## src/rtl/lcd_scan_pkg.sv

```systemverilog
// -----------------------------------------------------------------------------
// lcd_scan_pkg
// Shared definitions for the LCD common/segment scanner.
//   snap_state_t     : states of the display-RAM snapshot FSM
//   STEP_DIV_DEFAULT : clk cycles per common step (50 MHz / 8192)
//   cnt_width()      : number of bits needed to count 0..div-1
// -----------------------------------------------------------------------------
package lcd_scan_pkg;

   typedef enum logic [1:0] {
      IDLE = 2'd0,
      REQ  = 2'd1,
      WAIT = 2'd2,
      DONE = 2'd3
   } snap_state_t;

   localparam int STEP_DIV_DEFAULT = 6103;

   // A divisor of 1 or 2 still gets a one-bit counter so the timer never
   // degenerates into a zero-width vector.
   function automatic int cnt_width(input int div);
      if (div <= 2) begin
         return 1;
      end
      return $clog2(div);
   endfunction

endpackage : lcd_scan_pkg

```

## src/rtl/lcd_step_timer.sv

```systemverilog
// -----------------------------------------------------------------------------
// lcd_step_timer
// Free-running divider that emits a one-cycle enable every DIV clk cycles.
// Used for the LCD common step, and equally usable for buzzer or timebase
// clock enables.
//
// Ports:
//   clk    in   system clock
//   rst    in   synchronous reset, active-high; counter returns to 0
//   freeze in   holds the counter; no tick is produced while high
//   tick   out  high on the cycle the counter equals DIV-1 (combinational)
// -----------------------------------------------------------------------------
module lcd_step_timer
   import lcd_scan_pkg::*;
#(
   parameter int DIV = STEP_DIV_DEFAULT
) (
   input  logic clk,
   input  logic rst,
   input  logic freeze,
   output logic tick
);

   localparam int            CW   = cnt_width(DIV);
   localparam logic [CW-1:0] LAST = CW'(DIV - 1);

   logic [CW-1:0] cnt;

   generate
      if (DIV < 1) begin : g_div_check
         $error("lcd_step_timer: DIV must be at least 1");
      end
   endgenerate

   // Tick is qualified by freeze so a frozen counter sitting on LAST does not
   // keep firing; the count resumes from where it stopped.
   assign tick = !freeze && (cnt == LAST);

   always_ff @(posedge clk) begin
      if (rst) begin
         cnt <= '0;
      end else if (tick) begin
         cnt <= '0;
      end else if (!freeze) begin
         cnt <= cnt + 1'b1;
      end
   end

endmodule : lcd_step_timer

```

## src/rtl/lcd_scan_driver.sv

```systemverilog
// -----------------------------------------------------------------------------
// lcd_scan_driver
// LCD common/segment scanner for SM5xx-style Game & Watch cores.
// A snapshot FSM copies NUM_SEG display-RAM words into a shadow buffer; the
// shadow is swapped into the active buffer only when the common index wraps
// to 0, so a displayed frame never mixes old and new RAM contents. A step
// timer advances the one-hot common and drives the segment and Bs lines.
//
// Ports:
//   clk        in   system clock
//   rst        in   synchronous reset, active-high
//   ram_rd     out  read strobe, one cycle per word
//   ram_addr   out  read address (RAM_BASE + word), valid while ram_rd high
//   ram_dout   in   read data, sampled RD_LAT cycles after ram_rd
//   bp_en      in   backplate enable; 0 blanks all segments
//   bs_pat     in   Bs level per common
//   freeze     in   holds the step counter and common index
//   com        out  one-hot active common
//   seg        out  segment lines for the active common
//   bs         out  Bs line for the active common
//   frame_sync out  one-cycle pulse when common 0 becomes active
//   snap_busy  out  snapshot FSM not idle (REQ, WAIT or DONE)
//
// Read port: ram_rd is a single-cycle request with ram_addr valid in the same
// cycle; there is no ready/back-pressure. The RAM must present the word on
// ram_dout exactly RD_LAT cycles later, where it is captured once.
// -----------------------------------------------------------------------------
module lcd_scan_driver
   import lcd_scan_pkg::*;
#(
   parameter int                NUM_COM  = 4,
   parameter int                NUM_SEG  = 32,
   parameter int                RAM_AW   = 7,
   parameter int                RAM_DW   = 4,
   parameter logic [RAM_AW-1:0] RAM_BASE = 7'h60,
   parameter int                RD_LAT   = 1,
   parameter int                STEP_DIV = STEP_DIV_DEFAULT
) (
   input  logic               clk,
   input  logic               rst,
   output logic               ram_rd,
   output logic [RAM_AW-1:0]  ram_addr,
   input  logic [RAM_DW-1:0]  ram_dout,
   input  logic               bp_en,
   input  logic [NUM_COM-1:0] bs_pat,
   input  logic               freeze,
   output logic [NUM_COM-1:0] com,
   output logic [NUM_SEG-1:0] seg,
   output logic               bs,
   output logic               frame_sync,
   output logic               snap_busy
);

   localparam int IW = $clog2(NUM_COM);
   localparam int WW = (NUM_SEG > 1) ? $clog2(NUM_SEG) : 1;
   localparam int LW = (RD_LAT > 1) ? $clog2(RD_LAT) : 1;

   localparam logic [IW-1:0]      LAST_IDX  = IW'(NUM_COM - 1);
   localparam logic [WW-1:0]      LAST_WORD = WW'(NUM_SEG - 1);
   localparam logic [LW-1:0]      LAST_WAIT = LW'(RD_LAT - 1);
   localparam logic [NUM_COM-1:0] COM_ONE   = NUM_COM'(1);

   // ---------------------------------------------------------------------------
   // Elaboration checks
   // ---------------------------------------------------------------------------
   generate
      if (RAM_DW < NUM_COM) begin : g_dw_check
         $error("lcd_scan_driver: RAM_DW must be >= NUM_COM");
      end
      if (NUM_COM < 2 || NUM_COM > 8) begin : g_com_check
         $error("lcd_scan_driver: NUM_COM must be in 2..8");
      end
      if (RD_LAT < 1 || RD_LAT > 3) begin : g_lat_check
         $error("lcd_scan_driver: RD_LAT must be in 1..3");
      end
   endgenerate

   // ---------------------------------------------------------------------------
   // Step timer
   // ---------------------------------------------------------------------------
   logic tick;

   lcd_step_timer #(
      .DIV (STEP_DIV)
   ) u_step_timer (
      .clk    (clk),
      .rst    (rst),
      .freeze (freeze),
      .tick   (tick)
   );

   // ---------------------------------------------------------------------------
   // Frame buffers and swap control
   // ---------------------------------------------------------------------------
   logic [NUM_COM-1:0] active [NUM_SEG];
   logic [NUM_COM-1:0] shadow [NUM_SEG];
   logic               pending;
   logic [IW-1:0]      idx;
   logic [IW-1:0]      nidx;
   logic               wrap;
   logic               swap;
   logic [NUM_SEG-1:0] seg_next;

   assign nidx = (idx == LAST_IDX) ? '0 : idx + 1'b1;
   assign wrap = tick && (nidx == '0);
   // pending is only ever set by DONE while it is still 0, so a DONE landing
   // on the wrap cycle is not swapped until the following wrap.
   assign swap = wrap && pending;

   // On a swapping wrap the common-0 segments already come from the frame
   // being swapped in, so the new frame starts cleanly on common 0.
   always_comb begin
      seg_next = '0;
      for (int s = 0; s < NUM_SEG; s++) begin
         seg_next[s] = (swap ? shadow[s][nidx] : active[s][nidx]) & bp_en;
      end
   end

   // ---------------------------------------------------------------------------
   // Snapshot FSM: state register
   // ---------------------------------------------------------------------------
   snap_state_t   state;
   snap_state_t   state_next;
   logic [WW-1:0] word;
   logic [LW-1:0] wcnt;
   logic          wait_end;
   logic          capture;
   logic          snap_done;

   always_ff @(posedge clk) begin
      if (rst) begin
         state <= IDLE;
      end else begin
         state <= state_next;
      end
   end

   assign wait_end = (wcnt == LAST_WAIT);

   // ---------------------------------------------------------------------------
   // Snapshot FSM: next-state logic
   // ---------------------------------------------------------------------------
   always_comb begin
      state_next = state;
      case (state)
         IDLE: begin
            if (!pending) begin
               state_next = REQ;
            end
         end
         REQ: begin
            state_next = WAIT;
         end
         WAIT: begin
            if (wait_end) begin
               state_next = (word == LAST_WORD) ? DONE : REQ;
            end
         end
         DONE: begin
            state_next = IDLE;
         end
         default: begin
            state_next = IDLE;
         end
      endcase
   end

   // ---------------------------------------------------------------------------
   // Snapshot FSM: outputs
   // ---------------------------------------------------------------------------
   always_comb begin
      ram_rd    = 1'b0;
      snap_busy = 1'b0;
      capture   = 1'b0;
      snap_done = 1'b0;
      case (state)
         REQ: begin
            ram_rd    = 1'b1;
            snap_busy = 1'b1;
         end
         WAIT: begin
            snap_busy = 1'b1;
            capture   = wait_end;
         end
         DONE: begin
            snap_busy = 1'b1;
            snap_done = 1'b1;
         end
         default: begin
            ram_rd    = 1'b0;
         end
      endcase
   end

   // Address wraps modulo 2^RAM_AW by construction of the sum width.
   assign ram_addr = RAM_BASE + RAM_AW'(word);

   // ---------------------------------------------------------------------------
   // Snapshot datapath: word index, latency counter, shadow buffer
   // ---------------------------------------------------------------------------
   always_ff @(posedge clk) begin
      if (rst) begin
         word <= '0;
         wcnt <= '0;
         for (int s = 0; s < NUM_SEG; s++) begin
            shadow[s] <= '0;
         end
      end else begin
         if (state == WAIT) begin
            if (wait_end) begin
               wcnt <= '0;
            end else begin
               wcnt <= wcnt + 1'b1;
            end
         end
         if (capture) begin
            shadow[word] <= ram_dout[NUM_COM-1:0];
            if (word != LAST_WORD) begin
               word <= word + 1'b1;
            end
         end
         if (snap_done) begin
            word <= '0;
         end
      end
   end

   // ---------------------------------------------------------------------------
   // Pending flag and active buffer
   // ---------------------------------------------------------------------------
   always_ff @(posedge clk) begin
      if (rst) begin
         pending <= 1'b0;
      end else if (swap) begin
         pending <= 1'b0;
      end else if (snap_done) begin
         pending <= 1'b1;
      end
   end

   always_ff @(posedge clk) begin
      if (rst) begin
         for (int s = 0; s < NUM_SEG; s++) begin
            active[s] <= '0;
         end
      end else if (swap) begin
         for (int s = 0; s < NUM_SEG; s++) begin
            active[s] <= shadow[s];
         end
      end
   end

   // ---------------------------------------------------------------------------
   // Registered scan outputs; idx resets to the last common so the first tick
   // selects common 0.
   // ---------------------------------------------------------------------------
   always_ff @(posedge clk) begin
      if (rst) begin
         idx        <= LAST_IDX;
         com        <= '0;
         seg        <= '0;
         bs         <= 1'b0;
         frame_sync <= 1'b0;
      end else begin
         frame_sync <= wrap;
         if (tick) begin
            idx <= nidx;
            com <= COM_ONE << nidx;
            seg <= seg_next;
            bs  <= bs_pat[nidx];
         end
      end
   end

endmodule : lcd_scan_driver
```

## config.mk

```make
export PLATFORM = sky130hd
export DESIGN_NAME = lcd_scan_driver
export DESIGN_NICKNAME = d
export VERILOG_FILES = /design/src/rtl/lcd_scan_pkg.sv /design/src/rtl/lcd_step_timer.sv /design/src/rtl/lcd_scan_driver.sv
export SDC_FILE = /design/constraint.sdc
export NUM_CORES = 1
export LEC_CHECK = 0
export ABC_AREA = 1
export CAP_MARGIN = 25
export CORE_UTILIZATION = 30
export DETAILED_ROUTE_END_ITERATION = 7
export PLACE_DENSITY = 0.44
export SYNTH_ARGS = -nofsm -noshare
export SYNTH_HDL_FRONTEND = slang
export SYNTH_SLANG_ARGS = --single-unit
```

## constraint.sdc

```tcl
create_clock -name clk -period 16.1 [get_ports clk]
set_clock_uncertainty 0.1 [all_clocks]
set_input_delay 4.83 -clock clk [delete_from_list [all_inputs] [get_ports clk]]
set_output_delay 4.83 -clock clk [all_outputs]
set_load 0.03 [all_outputs]
```

==> impl_metrics.csv <==
group,metric,value,unit
cts,htree_levels,2,
final_layout,drive_gt1_share,9.579,%
drt,post_drt_via_cell_ratio,4.428,
synthesis,synthDistinctLibCells,34,
global_routing,antenna_found_initial,0,
setup_path,cp-endpoint,"active[1][61]$_SDFFCE_PP0P_",
global_routing,grt-ovfl-total,0,
floorplanning,die-height,224.1,um
synthesis,synth_mux_area_share,0,%
final_layout,syn2layout_area_growth,16.00,%
placed_design,dp_hpwl,20860,um
drt,first_pass_iters,7,
synthesis,synthCells,1662,
synthesis,syn_avg_cell_area,8.904,um2
drt,vias,10520,
setup_path,r2r_end,"active[1][61]$_SDFFCE_PP0P_",
drt,ant_nets,0,
timing,hold_violations,0,
synthesis,synth_xor_area_share,0.05919,%
floorplanning,num_rows,81,
synthesis,synth_compound_area_share,0.9554,%
cts,cts_buffers,39,
floorplanning,start_util,30.36,%
timing,final.setup.tns,0,ps
synthesis,synth_area,14800,um2
cts,postCtsSetupBuffers,0,
placed_design,routabilityCongestion,0.7281,
synthesis,synth_edf_count,256,
cts,ctsResizeCount,0,
cts,cts.clk_slew.worst_paths,50,ps
global_routing,grt_pass1_wl,60360,um
hold_path,hold_class,"reg2reg",
timing,min_period,7983,ps
setup_path,worst-setup-path-type,"in2reg",
timing,slew-limit-headroom,32.28,%
setup_path,cp-startpoint,"freeze",
drt,met2_length,18020,um
power,power_density,109.7,nW/um2
drt,wl_met3,1432,um
setup_path,reg2reg_slack,11510,ps
setup_path,start_kind,"input port",
synthesis,ys.warnings.count,0,
synthesis,synth_flop_cell,"edfxtp_1",
global_routing,grt_max_degree,87,
power,total_leakage_power,0.006890,uW
global_routing,grt_pass1_vias,10650,
drt,wire_per_inst,16.13,um
flow_run,drv_cap,0,
cts,cts_sinks,317,
synthesis,ys_seq_elements,317,
cts,tritoncts,"yes",
final_layout,nNetsFinal,1706,
cts,clock_latency,550,ps
timing,finalSetupViolations,0,
drt,top_layer,"met4",
cts,holdBufCountCts,0,
drt,route.detailed.drc,0,
synthesis,yosysSeqAreaShare,60.20,%
timing,slew_viol_final,0,
setup_path,worstRegToRegCells,9,
synthesis,ys_async_sr_fraction,0,%
final_layout,n_antenna_cell,0,
final_layout,final_util,35.21,%
setup_path,worstSetupEndpointType,"flop",
synthesis,synth_top_family_by_area,"simple AND/OR/NAND/NOR gates",
timing,timing.final.crit_share,49.58,%
drt,wl_met1,17870,um
run_status,status,"finished, final reports clean",
cts,root_buffer,"clkbuf_16",
synthesis,synthAdderAreaFrac,1.015,%
placed_design,port_buffers,56,
final_layout,fillers,5000,
power,peakVddDrop,0.00006534,V
synthesis,synth_simple_gate_area_share,30.48,%
cts,cts_buffer_depth,3,
floorplanning,core_area,48750,um2
drt,drt_wl_total,38320,um
timing,fmax,0.1253,GHz
global_routing,track_usage,15.83,%
setup_path,reg2reg_from,"idx[0]$_SDFFE_PP1P_",
floorplanning,dieArea,50220,um2
timing,rsz0062_at_grt,"false",
timing,tightest_slew,1008,ps
drt,drt_iter0_drc,666,
floorplanning,io_pins,59,
setup_path,cp.arrival,8050,ps
floorplanning,chipWidth,224.1,um
setup_path,cp_max_fo,51,
setup_path,required,16170,ps
[stage by stage]
step	hold WS, ps	cell area [um2]	power, uW	setup WS, ps	std cells
finish	343.9	17170	1883	8117	2376
global route	365.4	17170	1943	7852	2376
CTS	350.3	17150	1907	8078	2375
detailed placement	337.6	15860	1014	7514	2304
global placement	333.1	15860	1012	7525	2304
floorplan	322.9	14800	988.9	7238	1663
[worst min path at each step]
stage | startpoint | endpoint | slack, ps | cells after the start
5_1_grt | com[3]$_SDFFE_PP0P_ | com[3]$_SDFFE_PP0P_ | 370 | 2
6_report | com[3]$_SDFFE_PP0P_ | com[3]$_SDFFE_PP0P_ | 340 | 2
2_1_floorplan | state[0]$_SDFFE_PP0P_ | state[0]$_SDFFE_PP0P_ | 320 | 1
4_1_cts | com[3]$_SDFFE_PP0P_ | com[3]$_SDFFE_PP0P_ | 350 | 2
3_3_place_gp | com[3]$_SDFFE_PP0P_ | com[3]$_SDFFE_PP0P_ | 330 | 2
3_5_place_dp | com[3]$_SDFFE_PP0P_ | com[3]$_SDFFE_PP0P_ | 340 | 2
[area by class of cell]
type	instances	area, um2	share of cell area, %
flip-flops and latches	317	8912	51.92
multi-input cells	1087	4828	28.13
clock buffers	59	1124	6.546
well taps	664	830.8	4.840
repair buffers	71	680.7	3.965
inverters	166	626.9	3.652
clock inverters	12	162.7	0.9476
[layout by cell type, fill, tap and decap left out, types with 2 or more instances in the layout]
master	synthesis	routed
a21oi_1	15	15
buf_4	5	14
bufinv_16	0	4
clkbuf_1	45	15
clkbuf_16	0	41
clkbuf_8	0	3
clkdlybuf4s50_1	0	55
clkinv_1	1	4
clkinv_2	1	4
conb_1	1	2
dfxtp_1	61	60
edfxtp_1	256	256
ha_1	12	11
inv_1	162	156
inv_2	2	7
nand2_1	526	525
nand2_4	1	2
nand3_1	202	202
nand3b_1	3	3
nand4_1	4	4
nor2_1	215	215
nor2_2	68	68
nor2_4	11	11
nor3_1	9	9
nor3b_1	2	2
o21ai_0	9	9
[metal layers]
layer	vias to the layer above	track usage [%]
met3	58	2.190
met5	-	0
met4	0	5.612
li1	5341	-
met1	4958	20.73
met2	163	26.65
[power by group]
group / total (uW) / internal [uW] / switching (uW) / leakage [uW]
logic: 70.1 / 18.0 / 52.1 / 0.00320
registers: 925 / 913 / 11.6 / 0.00307
clock network: 888 / 546 / 343 / 0.000622
total: 1880 / 1480 / 406 / 0.00689
[kinds of logic after synthesis]
family | after synthesis
other cells | 1
xor+xnor | 1
flops | 317
simple gates | 1045
compound gates | 27
buf+inv | 259
fa+ha+maj | 12
[cells in the mapped netlist (5+ instances only)]
library cell / n / area [um2]
buf_4: 5 / 37.54
nor2_2: 68 / 425.4
nor2_1: 215 / 807.0
edfxtp_1: 256 / 7687
inv_1: 162 / 608.1
nand2_1: 526 / 1974
nand3_1: 202 / 1011
ha_1: 12 / 150.1
buf_2: 21 / 105.1
dfxtp_1: 61 / 1221
o21ai_0: 9 / 45.04
clkbuf_1: 45 / 168.9
buf_6: 6 / 67.56
buf_1: 15 / 56.30
nor2_4: 11 / 123.9
nor3_1: 9 / 45.04
a21oi_1: 15 / 75.07
[critical path, stage by stage]
cell and delay (ps):
clkdlybuf4s50_1 510, nor2_2 180, nand2_2 80, nor2_4 120, nand3_1 90, buf_4 360
nand2_4 670, buf_4 540, buf_4 610
[flip-flops by register name (all words and copies together), names as in the netlist, 2 cells and up]
register          count
shadow              128
active              128
idx                   2
seg                  32
state                 2
com                   4
word                  5
u_step_timer.cnt     13
(Power assumes the default switching activity.)
